File: src/rtl/uart_msg_tx_if.sv
// Message-level port bundle of the UART message transmitter.
// The slave side is the transmitter; the master side is its user.
interface uart_msg_tx_if #(
  parameter int MSG_LEN = 4
);
  localparam int IDX_W = (MSG_LEN > 1) ? $clog2(MSG_LEN) : 1;

  logic                 start;
  logic [MSG_LEN*8-1:0] msg;
  logic                 tx;
  logic                 busy;
  logic                 done;
  logic [IDX_W-1:0]     char_idx;

  modport master (
    output start, msg,
    input  tx, busy, done, char_idx
  );

  modport slave (
    input  start, msg,
    output tx, busy, done, char_idx
  );
endinterface

File: src/rtl/uart_msg_tx.sv
// Serialises a latched MSG_LEN-character message onto tx, character 0 first,
// with configurable data bits, parity, stop bits, idle gap and optional repeat.
module uart_msg_tx #(
  parameter int CLKS_PER_BIT = 434,
  parameter int MSG_LEN      = 4,
  parameter int DATA_BITS    = 8,
  parameter int PARITY       = 0,
  parameter int STOP_BITS    = 1,
  parameter int IDLE_BITS    = 1,
  parameter int REPEAT       = 0
) (
  input  logic          clk_50M,
  input  logic          rst,
  uart_msg_tx_if.slave  bus
);

  localparam int CNT_W    = $clog2(CLKS_PER_BIT);
  localparam int IDX_W    = (MSG_LEN > 1) ? $clog2(MSG_LEN) : 1;
  localparam int MAX_BITS = (IDLE_BITS > DATA_BITS)
                          ? ((IDLE_BITS > STOP_BITS) ? IDLE_BITS : STOP_BITS)
                          : ((DATA_BITS > STOP_BITS) ? DATA_BITS : STOP_BITS);
  localparam int BIT_W    = $clog2(MAX_BITS + 1);

  localparam logic [CNT_W-1:0] CNT_LAST  = CNT_W'(CLKS_PER_BIT - 1);
  localparam logic [BIT_W-1:0] GAP_LAST  = BIT_W'(IDLE_BITS - 1);
  localparam logic [BIT_W-1:0] DATA_LAST = BIT_W'(DATA_BITS - 1);
  localparam logic [BIT_W-1:0] STOP_LAST = BIT_W'(STOP_BITS - 1);
  localparam logic [IDX_W-1:0] IDX_LAST  = IDX_W'(MSG_LEN - 1);

  typedef enum logic [2:0] {
    S_IDLE,
    S_GAP,
    S_START,
    S_DATA,
    S_PAR,
    S_STOP
  } state_t;

  // With no idle gap configured, each character starts directly with its start bit.
  localparam state_t FIRST_ST = (IDLE_BITS == 0) ? S_START : S_GAP;

  state_t               r_state;
  logic [CNT_W-1:0]     r_clk_cnt;
  logic [BIT_W-1:0]     r_bit_cnt;
  logic [IDX_W-1:0]     r_char_idx;
  logic [MSG_LEN*8-1:0] r_buf;
  logic                 r_tx;
  logic                 r_busy;
  logic                 r_done;

  state_t               w_state_nxt;
  logic [CNT_W-1:0]     w_clk_nxt;
  logic [BIT_W-1:0]     w_bit_nxt;
  logic [IDX_W-1:0]     w_idx_nxt;
  logic                 w_tx_nxt;
  logic                 w_busy_nxt;
  logic                 w_done_nxt;
  logic [7:0]           w_char;
  logic                 w_bit_end;
  logic                 w_last_char;
  logic                 w_frame_end;

  assign w_bit_end   = (r_clk_cnt == CNT_LAST);
  assign w_last_char = (r_char_idx == IDX_LAST);
  assign w_frame_end = (r_state == S_STOP) && w_bit_end && (r_bit_cnt == STOP_LAST);

  always_ff @(posedge clk_50M) begin
    if (rst) begin
      r_state    <= S_IDLE;
      r_clk_cnt  <= '0;
      r_bit_cnt  <= '0;
      r_char_idx <= '0;
      r_buf      <= '0;
      r_tx       <= 1'b1;
      r_busy     <= 1'b0;
      r_done     <= 1'b0;
    end else begin
      r_state    <= w_state_nxt;
      r_clk_cnt  <= w_clk_nxt;
      r_bit_cnt  <= w_bit_nxt;
      r_char_idx <= w_idx_nxt;
      r_tx       <= w_tx_nxt;
      r_busy     <= w_busy_nxt;
      r_done     <= w_done_nxt;
      if (r_state == S_IDLE && bus.start) begin
        r_buf <= bus.msg;
      end
    end
  end

  always_comb begin
    w_state_nxt = r_state;
    w_idx_nxt   = r_char_idx;
    case (r_state)
      S_IDLE: begin
        if (bus.start) begin
          w_state_nxt = FIRST_ST;
          w_idx_nxt   = '0;
        end
      end
      S_GAP: begin
        if (w_bit_end && r_bit_cnt == GAP_LAST) w_state_nxt = S_START;
      end
      S_START: begin
        if (w_bit_end) w_state_nxt = S_DATA;
      end
      S_DATA: begin
        if (w_bit_end && r_bit_cnt == DATA_LAST) begin
          w_state_nxt = (PARITY != 0) ? S_PAR : S_STOP;
        end
      end
      S_PAR: begin
        if (w_bit_end) w_state_nxt = S_STOP;
      end
      S_STOP: begin
        if (w_frame_end) begin
          if (!w_last_char) begin
            w_state_nxt = FIRST_ST;
            w_idx_nxt   = r_char_idx + IDX_W'(1);
          end else begin
            w_state_nxt = (REPEAT != 0) ? FIRST_ST : S_IDLE;
            w_idx_nxt   = '0;
          end
        end
      end
      default: begin
        w_state_nxt = S_IDLE;
        w_idx_nxt   = '0;
      end
    endcase

    w_clk_nxt = (r_state == S_IDLE || w_bit_end) ? '0 : r_clk_cnt + CNT_W'(1);

    // Bit counter restarts on every state change so each state counts its own bits.
    if (w_state_nxt != r_state) begin
      w_bit_nxt = '0;
    end else if (w_bit_end) begin
      w_bit_nxt = r_bit_cnt + BIT_W'(1);
    end else begin
      w_bit_nxt = r_bit_cnt;
    end
  end

  always_comb begin
    w_char     = r_buf[{w_idx_nxt, 3'b000} +: 8];
    w_busy_nxt = (w_state_nxt != S_IDLE);
    w_done_nxt = w_frame_end && w_last_char;
    // tx is computed from the next state, so the register changes only on bit boundaries.
    case (w_state_nxt)
      S_START: w_tx_nxt = 1'b0;
      S_DATA:  w_tx_nxt = w_char[w_bit_nxt[2:0]];
      S_PAR:   w_tx_nxt = (PARITY == 2) ? ~(^w_char[DATA_BITS-1:0]) : (^w_char[DATA_BITS-1:0]);
      default: w_tx_nxt = 1'b1;
    endcase
  end

  assign bus.tx       = r_tx;
  assign bus.busy     = r_busy;
  assign bus.done     = r_done;
  assign bus.char_idx = r_char_idx;

endmodule

File: src/flat_wrapper.sv
// flat-port wrapper written by rule: the top's interface ports become plain ports
module uart_msg_tx_flat 
#(
  parameter int CLKS_PER_BIT = 434,
  parameter int MSG_LEN      = 4,
  parameter int DATA_BITS    = 8,
  parameter int PARITY       = 0,
  parameter int STOP_BITS    = 1,
  parameter int IDLE_BITS    = 1,
  parameter int REPEAT       = 0
)
  (clk_50M, rst, bus_start, bus_msg, bus_tx, bus_busy, bus_done, bus_char_idx);
  uart_msg_tx_if #(.MSG_LEN(MSG_LEN)) bus_i ();
  input  logic clk_50M;
  input  logic rst;
  input wire logic [$bits(bus_i.start)-1:0] bus_start;
  input wire logic [$bits(bus_i.msg)-1:0] bus_msg;
  output wire logic [$bits(bus_i.tx)-1:0] bus_tx;
  output wire logic [$bits(bus_i.busy)-1:0] bus_busy;
  output wire logic [$bits(bus_i.done)-1:0] bus_done;
  output wire logic [$bits(bus_i.char_idx)-1:0] bus_char_idx;
  assign bus_i.start = bus_start;
  assign bus_i.msg = bus_msg;
  assign bus_tx = bus_i.tx;
  assign bus_busy = bus_i.busy;
  assign bus_done = bus_i.done;
  assign bus_char_idx = bus_i.char_idx;
  uart_msg_tx #(.CLKS_PER_BIT(CLKS_PER_BIT), .MSG_LEN(MSG_LEN), .DATA_BITS(DATA_BITS), .PARITY(PARITY), .STOP_BITS(STOP_BITS), .IDLE_BITS(IDLE_BITS), .REPEAT(REPEAT)) u_core (.clk_50M(clk_50M), .rst(rst), .bus(bus_i));
endmodule
File: config.mk
export PLATFORM = sky130hd
export DESIGN_NAME = uart_msg_tx_flat
export DESIGN_NICKNAME = d
export VERILOG_FILES = /design/src/rtl/uart_msg_tx_if.sv /design/src/rtl/uart_msg_tx.sv /design/src/flat_wrapper.sv
export SDC_FILE = /design/constraint.sdc
export NUM_CORES = 1
export LEC_CHECK = 0
export CORE_MARGIN = 1
export CORE_UTILIZATION = 30
export DETAILED_ROUTE_END_ITERATION = 8
export GPL_ROUTABILITY_DRIVEN = 0
export GPL_TIMING_DRIVEN = 0
export SETUP_SLACK_MARGIN = 0.1
export SKIP_CTS_REPAIR_TIMING = 1
export SLEW_MARGIN = 25
export SYNTH_ARGS = -nofsm -noshare
export SYNTH_HDL_FRONTEND = slang
export SYNTH_SLANG_ARGS = --single-unit
File: constraint.sdc
create_clock -name clk_50M -period 3.7 [get_ports clk_50M]
set_clock_uncertainty 0.2 [all_clocks]
set_input_delay 0.37 -clock clk_50M [delete_from_list [all_inputs] [get_ports clk_50M]]
set_output_delay 0.37 -clock clk_50M [all_outputs]
set_load 0.01 [all_outputs]
==> qor.txt <==
Vias - 2,448
Final core utilization - 0.383
Root Buffer - clkbuf_8
Combinational Power Share - 0.126
Max_slew headroom - 0.575
Measured slew at the worst slew-check pin - 629 ps
Clock sink count - 53
# setup viols final - 0
Die height - 99.5 µm
Achievable Freq - 307 MHz
Crit path kind - register to register
TritonCTS Buffers - 5
Worst setup margin - 444 ps
Total wire length - 6870 µm
# IOs - 40
WL per Instance - 13.4 µm
Vias per cell - 4.77
FILL cells - 964
Die area - 9900 µm²
Final Net Count - 423
Number of global-route vias before repair - 2,411
Worst EP required - 3700 ps
Sequential element share of the synthesized area - 0.372
Max clock buf depth - 2
Switching power - 0.297 mW
Gr ovfl total - 0
Post-synthesis net count - 378
Setup crit start kind - register
PwrDens - 352 nW/µm²
Main flop type after synthesis - dfxtp_1
CP arrival - 3260 ps
FF+latch count, synth - 53
Pre-CTS setup slack - 250 ps
Initial antenna violation count - 0
Die Wd - 99.5 µm
Clock-pin slew of the registers on the worst-case setup and hold paths - 100 ps
Post-DP Area - 3390 µm²
Critical path fanouts, max - 7
Drt drc - 0
CP max stage delay - 490 ps
Placed Cells - 505
Share of the synthesized area in the top cell type - 0.372
Largest net degree at the start of global routing - 18
Switching portion of total power - 0.239
Final hold slack - 261 ps
Synth async-reset ratio - 0
TritonRoute pass-1 iters - 4
Number of DRC markers in iteration 0 - 54
Yosys warnings - 0
H-tree levels - 2
Clock Latency Late Sink - 310 ps
Post-DP HPWL - 5280 µm
Post-synth design cell area - 2850 µm²
Cell taking the most area after synthesis - dfxtp_1
Area grow syn2layout - 24.1%
Worst VDD drop - 152 µV
Worst min-delay path class - register to register
Max cap viols - 0
Post-synth cell types - 56
Unrepaired setup endpoints after global routing - false
Fin crit share - 0.880
Sequential Power Share - 0.494
EDFF count, synth - 0
Fin. max-slew vios - 0
Slowest CP cell - mux2i_4
Clock group share of total power - 0.380
Syn avg cell area - 8.44 µm²
GRT Overall Usage - 0.146
Antenna diode count - 0
Share of cells above drive strength 1 - 0.0755
CTS tree - yes
Int Power - 0.947 mW
Core Area - 9240 µm²
Starting Density - 0.309
Core Rows - 35
Crit path time final - 3260 ps
Hold Vio Cnt, Final - 0
Static leakage - 1.36 nW
Total Power - 1.24 mW
Synth top area cells - dfxtp_1 (37%), nand2_1 (9.7%), mux2i_1 (8.1%)
Antenna Violating Nets Remaining - 0
Design area - 3540 µm²
Mapped Cells - 338
Setup TNS - 0 ps
Most frequent CP cell - mux2i_1
Outcome - complete, no violations
PortBufs - 38
First-pass GRT wire length - 11,300 µm
Crit. End Element - register
Crit-path cells - ha_1, nand4b_2, nor4_4, mux2i_4, mux2i_1, mux2i_1, a2111oi_0, a211oi_1, a31oi_1, nand2_1
Non-filler cells, final - 513
[cell usage in the layout (no fill, tap or decap), types with 3 or more instances in the layout]
master            n
nor3b_1           3
buf_6             3
a21oi_1          37
mux2i_1          23
clkdlybuf4s50_1  38
ha_1              5
or3_1             4
xnor2_1           5
nand4_1           3
o211ai_1          4
xor2_1           12
nand3_1           6
nor2_1           23
clkbuf_8          5
dfxtp_1          53
a31oi_1           3
o21ai_0           3
nor3_1            4
nand2_1          74
clkbuf_1         16
inv_1             7
[sequential cells by signal, indices dropped and copies added (netlist names)]
| register | count |
|---|---|
| u_core.bus.busy | 1 |
| u_core.r_clk_cnt | 9 |
| u_core.r_buf | 32 |
| u_core.r_state | 3 |
| u_core.bus.char_idx | 2 |
| u_core.bus.done | 1 |
| u_core.r_bit_cnt | 4 |
| u_core.bus.tx | 1 |
[power groups by stage]
| stage | Clock [mW] | Sequential (mW) | Combinational [mW] |
|---|---|---|---|
| 2_1_floorplan | 0 | 0.621 | 0.0960 |
| 3_3_place_gp | 0 | 0.627 | 0.157 |
| 3_5_place_dp | 0 | 0.628 | 0.158 |
| 4_1_cts | 0.489 | 0.615 | 0.159 |
| 5_1_grt | 0.510 | 0.617 | 0.177 |
| 6_report | 0.473 | 0.614 | 0.157 |
[synth_stat cells, drive strengths merged (2+ instances only)]
cell type / count
or2: 2
xnor2: 5
or3: 4
buf: 5
clkbuf: 16
nand3: 6
nor3: 4
nand4bb: 3
a31oi: 3
or4b: 2
o211ai: 6
nand2: 74
ha: 5
nand4: 3
nor4: 3
dfxtp: 53
and2: 3
nor3b: 3
a211oi: 4
xor2: 12
a21oi: 37
o211a: 2
and3: 2
inv: 7
o21ai: 4
mux2: 2
nand2b: 2
mux2i: 24
nor2: 24
a21o: 2
[metal layers]
layer	vias up	share of wire	track usage
met5	-	0	0
met4	0	0.017	0.0430
met3	8	0.040	0.0281
met2	47	0.48	0.256
met1	1134	0.46	0.180
li1	1259	-	-
[kinds of logic after synthesis]
family | Yosys count | synth area share
AND/OR/NAND/NOR | 141 | 0.253
adder cells (fa/ha/maj) | 5 | 0.0219
buffers and inverters | 28 | 0.0456
multiplexers | 26 | 0.0961
flip-flops | 53 | 0.372
AO/OA/AOI/OAI | 68 | 0.159
XOR/XNOR | 17 | 0.0522
[final cells by class]
cell class	count	area, µm²	area share
inverter	7	26.3	0.00742
timing repair buffer	38	380	0.107
buffer	21	104	0.0293
clock buffer	5	68.8	0.0194
sequential	53	1060	0.300
clock inverter	3	68.8	0.0194
tap	129	161	0.0456
multi-input combinational	257	1670	0.472
[critical path, delay by kind of cell, from the launching register on]
family	cells	cell delay, ps
multiplexers	3	850
AO/OA/AOI/OAI	3	700
adder cells (fa/ha/maj)	1	230
flip-flops	1	440
AND/OR/NAND/NOR	3	720
[worst paths after layout]
| check | from | to | slack (ps) | cells past startpoint |
|---|---|---|---|---|
| hold reg to reg | u_core.r_buf[12] | u_core.r_buf[12] | 260 | 2 |
| hold / removal | u_core.r_buf[12] | u_core.r_buf[12] | 260 | 2 |
| setup / recovery | u_core.r_clk_cnt[0] | u_core.bus.tx | 440 | 10 |
| setup reg to reg | u_core.r_clk_cnt[0] | u_core.bus.tx | 440 | 10 |
Power figures use the tool's default switching activity.
